<file path="src/rtl/frame_stream_tx_pkg.sv">
`default_nettype none
// ============================================================================
//  Module      : frame_stream_tx_pkg
//  Description : Shared FSM state encodings and sideband flag bit positions
//                for the pixel stream blocks.
//  Revision    : 1.0 - initial release
// ============================================================================
package frame_stream_tx_pkg;

    typedef enum logic [1:0] {
        ST_IDLE  = 2'd0,
        ST_RUN   = 2'd1,
        ST_DRAIN = 2'd2
    } state_t;

    // Sideband flags travel next to the pixel as {sof, eol, eof}
    localparam int c_FLAG_W   = 3;
    localparam int c_FLAG_SOF = 2;
    localparam int c_FLAG_EOL = 1;
    localparam int c_FLAG_EOF = 0;

    function automatic logic [c_FLAG_W-1:0] pack_flags(input logic sof,
                                                       input logic eol,
                                                       input logic eof);
        logic [c_FLAG_W-1:0] f;
        f             = '0;
        f[c_FLAG_SOF] = sof;
        f[c_FLAG_EOL] = eol;
        f[c_FLAG_EOF] = eof;
        return f;
    endfunction

endpackage
`default_nettype wire

</file>
<file path="src/rtl/frame_stream_tx_if.sv">
`default_nettype none
// ============================================================================
//  Module      : frame_stream_tx_if
//  Description : Frame-buffer RAM read port plus valid/ready pixel stream.
//                master = the transmitter, slave = RAM + downstream sink.
//  Revision    : 1.0 - initial release
// ============================================================================
interface frame_stream_tx_if #(
    parameter int DATA_W = 8,
    parameter int ADDR_W = 10
);
    logic              o_mem_en;
    logic [ADDR_W-1:0] o_mem_addr;
    logic [DATA_W-1:0] i_mem_data;
    logic              o_vld;
    logic              i_rdy;
    logic [DATA_W-1:0] o_data;
    logic              o_sof;
    logic              o_eol;
    logic              o_eof;

    modport master (
        output o_mem_en, o_mem_addr, o_vld, o_data, o_sof, o_eol, o_eof,
        input  i_mem_data, i_rdy
    );

    modport slave (
        input  o_mem_en, o_mem_addr, o_vld, o_data, o_sof, o_eol, o_eof,
        output i_mem_data, i_rdy
    );
endinterface
`default_nettype wire

</file>
<file path="src/rtl/frame_stream_tx_fifo2.sv">
`default_nettype none
// ============================================================================
//  Module      : frame_stream_tx_fifo2
//  Description : 2-entry register FIFO; head is presented from a register,
//                push and pop may coincide at any occupancy.
//  Revision    : 1.0 - initial release
// ============================================================================
module frame_stream_tx_fifo2 #(
    parameter int WIDTH = 11
) (
    input  wire logic             i_clk,
    input  wire logic             i_rst_n,
    input  wire logic             i_push,
    input  wire logic [WIDTH-1:0] i_push_data,
    input  wire logic             i_pop,
    output logic      [WIDTH-1:0] o_head,
    output logic      [1:0]       o_count
);
    logic [WIDTH-1:0] r_mem [2];
    logic             r_wr_ptr;
    logic             r_rd_ptr;
    logic [1:0]       r_count;
    logic [1:0]       w_count_nxt;

    // Occupancy update for every push/pop combination
    always_comb begin
        w_count_nxt = r_count;
        case ({i_push, i_pop})
            2'b10:   w_count_nxt = r_count + 2'd1;
            2'b01:   w_count_nxt = r_count - 2'd1;
            default: w_count_nxt = r_count;
        endcase
    end

    // Storage, pointers and count
    always_ff @(posedge i_clk or negedge i_rst_n) begin
        if (!i_rst_n) begin
            r_mem[0] <= '0;
            r_mem[1] <= '0;
            r_wr_ptr <= 1'b0;
            r_rd_ptr <= 1'b0;
            r_count  <= 2'd0;
        end else begin
            if (i_push) begin
                r_mem[r_wr_ptr] <= i_push_data;
                r_wr_ptr        <= ~r_wr_ptr;
            end
            if (i_pop) begin
                r_rd_ptr <= ~r_rd_ptr;
            end
            r_count <= w_count_nxt;
        end
    end

    assign o_head  = r_mem[r_rd_ptr];
    assign o_count = r_count;

endmodule
`default_nettype wire

</file>
<file path="src/rtl/frame_stream_tx.sv">
`default_nettype none
// ============================================================================
//  Module      : frame_stream_tx
//  Description : Reads an IMG_W x IMG_H frame from a 1-cycle-latency RAM in
//                raster order and transmits it as a valid/ready pixel stream
//                with sof/eol/eof sideband flags.
//  Revision    : 1.0 - initial release
// ============================================================================
module frame_stream_tx
    import frame_stream_tx_pkg::*;
#(
    parameter int DATA_W = 8,
    parameter int IMG_W  = 32,
    parameter int IMG_H  = 32,
    parameter int ADDR_W = $clog2(IMG_W*IMG_H)
) (
    input  wire logic          i_clk,
    input  wire logic          i_rst_n,
    input  wire logic          i_start,
    output logic               o_busy,
    output logic               o_done,
    frame_stream_tx_if.master  bus
);
    localparam int c_X_W   = (IMG_W > 1) ? $clog2(IMG_W) : 1;
    localparam int c_Y_W   = (IMG_H > 1) ? $clog2(IMG_H) : 1;
    localparam int c_ENT_W = DATA_W + c_FLAG_W;
    localparam logic [c_X_W-1:0] c_X_LAST = c_X_W'(IMG_W - 1);
    localparam logic [c_Y_W-1:0] c_Y_LAST = c_Y_W'(IMG_H - 1);

    state_t              r_state;
    state_t              w_state_nxt;
    logic [c_X_W-1:0]    r_x;
    logic [c_Y_W-1:0]    r_y;
    logic [ADDR_W-1:0]   r_addr;
    logic                r_inflight;
    logic [c_FLAG_W-1:0] r_infl_flags;

    logic                w_issue;
    logic                w_pop;
    logic                w_done;
    logic                w_at_eol;
    logic                w_at_eof;
    logic [c_FLAG_W-1:0] w_flags;
    logic [2:0]          w_occ;
    logic [1:0]          w_count;
    logic [c_ENT_W-1:0]  w_head;

    // Flags belong to the address being issued this cycle
    assign w_at_eol = (r_x == c_X_LAST);
    assign w_at_eof = w_at_eol && (r_y == c_Y_LAST);
    assign w_flags  = pack_flags((r_x == '0) && (r_y == '0), w_at_eol, w_at_eof);

    // Credit rule: buffered + in-flight pixels, minus the one leaving now,
    // must stay below the FIFO depth so a returning read always has a slot.
    assign w_pop   = bus.o_vld && bus.i_rdy;
    assign w_occ   = 3'(w_count) + 3'(r_inflight) - 3'(w_pop);
    assign w_issue = (r_state == ST_RUN) && (w_occ < 3'd2);

    // FSM state register
    always_ff @(posedge i_clk or negedge i_rst_n) begin
        if (!i_rst_n) begin
            r_state <= ST_IDLE;
        end else begin
            r_state <= w_state_nxt;
        end
    end

    // FSM next state; done fires once the last pixel has left and nothing is pending
    always_comb begin
        w_state_nxt = r_state;
        w_done      = 1'b0;
        case (r_state)
            ST_IDLE: begin
                if (i_start) begin
                    w_state_nxt = ST_RUN;
                end
            end
            ST_RUN: begin
                if (w_issue && w_at_eof) begin
                    w_state_nxt = ST_DRAIN;
                end
            end
            ST_DRAIN: begin
                if ((w_count == 2'd0) && !r_inflight) begin
                    w_done      = 1'b1;
                    w_state_nxt = ST_IDLE;
                end
            end
            default: w_state_nxt = ST_IDLE;
        endcase
    end

    // Raster address counters advance only on an issued read and wrap to 0 after the frame
    always_ff @(posedge i_clk or negedge i_rst_n) begin
        if (!i_rst_n) begin
            r_x    <= '0;
            r_y    <= '0;
            r_addr <= '0;
        end else if (w_issue) begin
            if (w_at_eol) begin
                r_x <= '0;
                r_y <= w_at_eof ? '0 : r_y + c_Y_W'(1);
            end else begin
                r_x <= r_x + c_X_W'(1);
            end
            r_addr <= w_at_eof ? '0 : r_addr + ADDR_W'(1);
        end
    end

    // One-cycle read pipeline: flags wait alongside the RAM access
    always_ff @(posedge i_clk or negedge i_rst_n) begin
        if (!i_rst_n) begin
            r_inflight   <= 1'b0;
            r_infl_flags <= '0;
        end else begin
            r_inflight <= w_issue;
            if (w_issue) begin
                r_infl_flags <= w_flags;
            end
        end
    end

    frame_stream_tx_fifo2 #(
        .WIDTH (c_ENT_W)
    ) u_fifo (
        .i_clk       (i_clk),
        .i_rst_n     (i_rst_n),
        .i_push      (r_inflight),
        .i_push_data ({bus.i_mem_data, r_infl_flags}),
        .i_pop       (w_pop),
        .o_head      (w_head),
        .o_count     (w_count)
    );

    assign bus.o_mem_en   = w_issue;
    assign bus.o_mem_addr = r_addr;
    assign bus.o_vld      = (w_count != 2'd0);
    assign bus.o_data     = w_head[c_ENT_W-1:c_FLAG_W];
    assign bus.o_sof      = w_head[c_FLAG_SOF];
    assign bus.o_eol      = w_head[c_FLAG_EOL];
    assign bus.o_eof      = w_head[c_FLAG_EOF];
    assign o_busy         = (r_state != ST_IDLE);
    assign o_done         = w_done;

endmodule
`default_nettype wire
</file>
<file path="src/flat_wrapper.sv">
// flat-port wrapper written by rule: the top's interface ports become plain ports
module frame_stream_tx_flat import frame_stream_tx_pkg::*;
#(
    parameter int DATA_W = 8,
    parameter int IMG_W  = 32,
    parameter int IMG_H  = 32,
    parameter int ADDR_W = $clog2(IMG_W*IMG_H)
)
  (i_clk, i_rst_n, i_start, o_busy, o_done, bus_o_mem_en, bus_o_mem_addr, bus_o_vld, bus_o_data, bus_o_sof, bus_o_eol, bus_o_eof, bus_i_mem_data, bus_i_rdy);
  frame_stream_tx_if #(.DATA_W(DATA_W), .ADDR_W(ADDR_W)) bus_i ();
  input  wire logic i_clk;
  input  wire logic i_rst_n;
  input  wire logic i_start;
  output logic o_busy;
  output logic o_done;
  output wire logic [$bits(bus_i.o_mem_en)-1:0] bus_o_mem_en;
  output wire logic [$bits(bus_i.o_mem_addr)-1:0] bus_o_mem_addr;
  output wire logic [$bits(bus_i.o_vld)-1:0] bus_o_vld;
  output wire logic [$bits(bus_i.o_data)-1:0] bus_o_data;
  output wire logic [$bits(bus_i.o_sof)-1:0] bus_o_sof;
  output wire logic [$bits(bus_i.o_eol)-1:0] bus_o_eol;
  output wire logic [$bits(bus_i.o_eof)-1:0] bus_o_eof;
  input wire logic [$bits(bus_i.i_mem_data)-1:0] bus_i_mem_data;
  input wire logic [$bits(bus_i.i_rdy)-1:0] bus_i_rdy;
  assign bus_o_mem_en = bus_i.o_mem_en;
  assign bus_o_mem_addr = bus_i.o_mem_addr;
  assign bus_o_vld = bus_i.o_vld;
  assign bus_o_data = bus_i.o_data;
  assign bus_o_sof = bus_i.o_sof;
  assign bus_o_eol = bus_i.o_eol;
  assign bus_o_eof = bus_i.o_eof;
  assign bus_i.i_mem_data = bus_i_mem_data;
  assign bus_i.i_rdy = bus_i_rdy;
  frame_stream_tx #(.DATA_W(DATA_W), .IMG_W(IMG_W), .IMG_H(IMG_H), .ADDR_W(ADDR_W)) u_core (.i_clk(i_clk), .i_rst_n(i_rst_n), .i_start(i_start), .o_busy(o_busy), .o_done(o_done), .bus(bus_i));
endmodule
</file>
<file path="config.mk">
export PLATFORM = sky130hd
export DESIGN_NAME = frame_stream_tx_flat
export DESIGN_NICKNAME = d
export VERILOG_FILES = /design/src/rtl/frame_stream_tx_pkg.sv /design/src/rtl/frame_stream_tx_if.sv /design/src/rtl/frame_stream_tx_fifo2.sv /design/src/rtl/frame_stream_tx.sv /design/src/flat_wrapper.sv
export SDC_FILE = /design/constraint.sdc
export NUM_CORES = 1
export LEC_CHECK = 0
export ABC_AREA = 1
export CAP_MARGIN = 20
export CORE_ASPECT_RATIO = 1.75
export CORE_MARGIN = 10
export CORE_UTILIZATION = 61
export CTS_BUF_LIST = sky130_fd_sc_hd__clkbuf_8
export DETAILED_ROUTE_END_ITERATION = 10
export PLACE_DENSITY_LB_ADDON = 0.05
export SYNTH_ARGS = -nofsm -noshare
export SYNTH_HDL_FRONTEND = slang
export SYNTH_SLANG_ARGS = --single-unit
</file>
<file path="constraint.sdc">
create_clock -name i_clk -period 7.6 [get_ports i_clk]
set_clock_uncertainty 0.15 [all_clocks]
set_input_delay 1.52 -clock i_clk [delete_from_list [all_inputs] [get_ports i_clk]]
set_output_delay 1.52 -clock i_clk [all_outputs]
set_load 0.05 [all_outputs]
</file>
Word level (Yosys, flattened, before mapping). Cells that the tools add are included.

Output and inout bits: 25. Register bits: 52. Input port bits: 12. Word-level logic and storage cells: 68.

Muxes and demuxes: 16. Bitwise gates (word level): 4. Eq/ne operators: 9. Magnitude comparators: 4. $add $sub $neg: 7. Reduce and logical (&&, ||, !) cells: 17.

Operators with widths (number): 11-bit 2-to-1 mux (4); 22-bit bitwise mux (1); 11-bit demux with 1-bit select (1); 10-bit by 1-bit adder with 10-bit output, second input constant (1); 5-bit by 1-bit adder with 5-bit output, second input constant (2); 5-bit == test, second input constant (2); 5-bit zero test (2); 10-bit 2-to-1 mux (1); 5-bit 2-to-1 mux (2); 1-bit logical AND (7); 2-bit 2-to-1 mux (3); 2-bit one-hot mux with 3 select lines (1); 2-bit nonzero test (3); 2-bit by 1-bit == test with 1-bit output, second input constant (2); 2-bit == test, second input constant (2); 2-bit greater-or-equal comparator, second input constant (2); 2-bit zero test (2); 2-bit inequality test, second input constant (2); 1-bit inverter with 2-bit output (2); 2-bit one-hot mux with 2 select lines (1); 2-bit by 1-bit adder with 3-bit output (1); 3-bit by 2-bit less-than comparator with 1-bit output, second input constant (1); 3-bit AND reduction (1); 3-bit by 1-bit subtractor with 3-bit output (1); other kinds (8) (10).

Depth between registers and ports, before layout.
Word-level depth: 8. Gate-level depth with buffers: 14. Gate-level depth less buffers: 14.

Cells and area by module. Synthesis repeated with hierarchy kept, for this count alone.

Cell total of the unflattened synthesis: 330. Area, all modules: 2691.3 µm².

Modules (own cells, without submodules): frame_stream_tx (cells an instance 191, instances 1, area an instance 1486.4 µm², sequential area each 650.6 µm²); frame_stream_tx_fifo2 (cells an instance 139, instances 1, area an instance 1204.9 µm², sequential area each 650.6 µm²).

Worst setup path before layout. Ideal clock, no wire load.

Kind: input port to output port. Start: input bus_i_rdy. End: output bus_o_mem_en. Path buffers: 1. Data arrival time: 2.947 ns. Setup slack: 2.983 ns. Required time: 5.930 ns. Cell stages on the path: 7. Path through: nand2_2 -> xor2_1 -> nand2_1 -> fa_1 -> nand3_2 -> nor2_8 -> buf_4.

Word-level cells in the longest chain between the ends: 4.

RTL lines: start, declared (RTL line flat_wrapper.sv:24) `input wire logic [$bits(bus_i.i_rdy)-1:0] bus_i_rdy;`; 1-bit logical AND (RTL line frame_stream_tx.sv:55) `assign w_pop = bus.o_vld && bus.i_rdy;`; 3-bit by 1-bit subtractor with 3-bit output (RTL line frame_stream_tx.sv:56) `assign w_occ = 3'(w_count) + 3'(r_inflight) - 3'(w_pop);`; 3-bit by 2-bit less-than comparator with 1-bit output (RTL line frame_stream_tx.sv:57) `assign w_issue = (r_state == ST_RUN) && (w_occ < 3'd2);`; 1-bit logical AND (RTL line frame_stream_tx.sv:57); end, declared (RTL line flat_wrapper.sv:16) `output wire logic [$bits(bus_i.o_mem_en)-1:0] bus_o_mem_en;`.

No other way between the ends.

Worst setup path in the final report. Same ends and word-level chain as after synthesis.

==> reports/qor.csv <==
metric,value,unit
outcome,"finished, final reports clean",
portBuffers,36,
ys_seq_elements,52,
cts_tree,done,
ys_async_sr_fraction,100.0,%
finalNetCount,380,
r2r_cells,11,
cpLargestDelayFamily,buffers and inverters,
cts.sinks,52,
via_per_inst,5.059,
r2r_start,u_core.u_fifo.o_count[1],
place_congestion,0.8498,
syn_nets,346,
relSlewSlack,34.78,%
fill_cells,320,
grt_pass1_vias,2085,
setup_viol,0,
yosys_warnings,0,
slew_violations,0,
synthesis.area,2646,um^2
placed_cell_area,2998,um^2
synth_edf_count,0,
fmax,0.1667,GHz
dr.pass1.iters,4,
ctsRootBufferMaster,clkbuf_8,
die-area,7477,um^2
reg2reg_slack,4.73,ns
r2r_end,u_core.bus.o_mem_addr[6],
slowest_delay,0.89,ns
rows,31,
grt_util_all_layers,14.73,%
drc,0,
vdd_drop_max,0.3019,mV
die_w,69.79,um
power_density,462.4,nW/um^2
slowest_stage,clkdlybuf4s50_1,
path_max_fanout,35,
path_common_cell,clkdlybuf4s50_1,
io_pins,37,
grt-ovfl-total,0,
endpoint,bus_o_mem_en,
period_share,78.96,%
end_kind,primary output,
core,4150,um^2
muxShareOfSynthArea,0,%
totalWireLength,5.185,mm
worstPathArrival,4.33,ns
critPathLaunchType,input port,
area_growth,17.49,%
critical_path.cell_chain,clkdlybuf4s50_1 > nand2_2 > xor2_1 > nand2_1 > fa_1 > nand3_2 > nor2_8 > clkdlybuf4s50_1,
synth_top_family_by_area,simple AND/OR/NAND/NOR gates,
postCtsSetupRepairBufs,0,
antenna_found_initial,0,
drive_above_1_share,9.141,%
synthAdderAreaFrac,4.066,%
leakagePower,0.001608,uW
synth_cell_types,24,
hold_class,register to register,
required,5.93,ns
postRouteAntennaNets,0,
num_vias,2074,
cts_resized,0,
synth-seq-area-share,49.17,%
max_slew.worst_pin.slew,0.9784,ns
n_antenna_cell,0,
setup_tns,0,ns
yosys.area_share.simple,26.52,%
cp.depth,8,
synth_xor_xnor_area_share,1.986,%
grt_pass1_wl,9.363,mm
synthFlopType,dfrtp_1,
clkTransAtPathRegs,0.08,ns
startpoint,bus_i_rdy,
path_class,input port to primary output,
hold_viol,0,
crit_buf_inv,2,
wire_per_inst,12.65,um
cap_violations,0,
die_y,107.1,um
synth_compound_area_share,9.125,%
design_area,3109,um^2
rsz0062_at_grt,no,
hpwl,3.793,mm
cts_max_level,2,
syn_area_per_cell,8.117,um^2
numCtsBuffers,5,
clock_latency,0.30,ns
grt_max_degree,53,
cts_buffer_depth,2,
ctsHoldBuffers,0,
start_util,63.76,%
postSynthCellCount,326,
fin_crit,6.001,ns
dr.first_iter.drc_count,122,
[layer usage]
| layer | GRT usage [%] | up-vias | share of wire [%] |
|---|---|---|---|
| met3 | 4.340 | 4 | 5.4 |
| met4 | 4.816 | 0 | 0.93 |
| li1 | - | 1084 | - |
| met2 | 26.98 | 36 | 54 |
| met5 | 0 | - | 0 |
| met1 | 15.61 | 950 | 39 |
[worst min path at each step]
stage	start	end	cells after the start
floorplan	u_core.r_y[3]	u_core.r_y[3]	2
global placement	u_core.u_fifo.r_mem[21]	u_core.u_fifo.r_mem[21]	2
detailed placement	u_core.u_fifo.r_mem[14]	u_core.u_fifo.r_mem[14]	2
CTS	u_core.u_fifo.r_mem[16]	u_core.u_fifo.r_mem[16]	2
global route	u_core.u_fifo.r_mem[10]	u_core.u_fifo.r_mem[10]	2
finish	u_core.u_fifo.r_mem[16]	u_core.u_fifo.r_mem[16]	2
[cell usage in the layout (no fill, tap or decap), types with 7 or more instances in the layout]
cell type          n
clkdlybuf4s50_1   35
o21ai_1            8
nand3_1           27
nor2_1            10
nand2_1          114
o21ai_2           11
ha_1               7
inv_1             39
o21ai_0           15
dfrtp_1           52
[per-stage QoR]
step | total power (uW) | worst slack, ns | util, % | instances | hold slack (ns)
after floorplan | 1078 | 2.983 | - | 326 | 0.2991
after detailed placement | 1265 | 1.584 | 72.23 | 402 | 0.3182
final | 1438 | 1.599 | 74.92 | 410 | 0.3389
after global routing | 1557 | 1.475 | 74.92 | 410 | 0.3751
after CTS | 1453 | 1.583 | 74.92 | 410 | 0.3406
after global placement | 1242 | 1.629 | 72.23 | 402 | 0.3151
[power by group]
group	switching, uW	leakage [uW]	internal, uW
Clock	86.8	0.0000541	97.4
Combinational	533	0.000903	252
Sequential	87.9	0.000651	381
Total	707	0.00161	730
[worst reg2reg max path, delay by kind of cell, from the launching register on]
family,cells,cell delay (ns)
flops,1,0.44
xor+xnor,1,0.22
fa+ha+maj,1,0.51
simple gates,8,1.35
buf+inv,1,0.10
[cell families (layout without fill, tap and decap cells)]
| kind of cell | count (synthesis) | count (layout) |
|---|---|---|
| flops | 52 | 52 |
| xor+xnor | 6 | 6 |
| simple gates | 165 | 165 |
| compound gates | 40 | 40 |
| fa+ha+maj | 8 | 8 |
| buf+inv | 55 | 90 |
[final cells by class]
class / count / area (um^2) / share of cell area [%]
clock buffer: 5 / 68.82 / 2.213
clock inverter: 3 / 42.54 / 1.368
inverter: 45 / 168.9 / 5.433
multi-input combinational: 219 / 1104 / 35.49
sequential: 52 / 1301 / 41.85
tap: 49 / 61.31 / 1.972
timing repair buffer: 37 / 362.8 / 11.67
[sequential cells by signal (all words and copies together), names as in the netlist]
register and count:
u_core.bus.o_mem_addr 10, u_core.u_fifo.o_count 2, u_core.u_fifo.r_wr_ptr 1, u_core.r_state 2, u_core.u_fifo.r_rd_ptr 1, u_core.r_y 5
u_core.r_infl_flags 3, u_core.u_fifo.r_mem 22, u_core.r_x 5, u_core.r_inflight 1
[synthesized netlist by cell type (3+ instances only)]
cell type,count,area (um^2)
o21ai_2,11,96.34
inv_1,39,146.4
o21ai_0,15,75.07
nand3_1,27,135.1
buf_6,4,45.04
clkbuf_1,4,15.01
ha_1,7,87.58
nor3_1,3,15.01
a21oi_1,6,30.03
o21ai_1,8,40.04
nand2_1,114,427.9
nand2_2,3,18.77
nand4_1,4,25.02
dfrtp_1,52,1301
inv_2,6,22.52
nor2_1,10,37.54
xor2_1,6,52.55
Power figures use the tool's default switching activity.
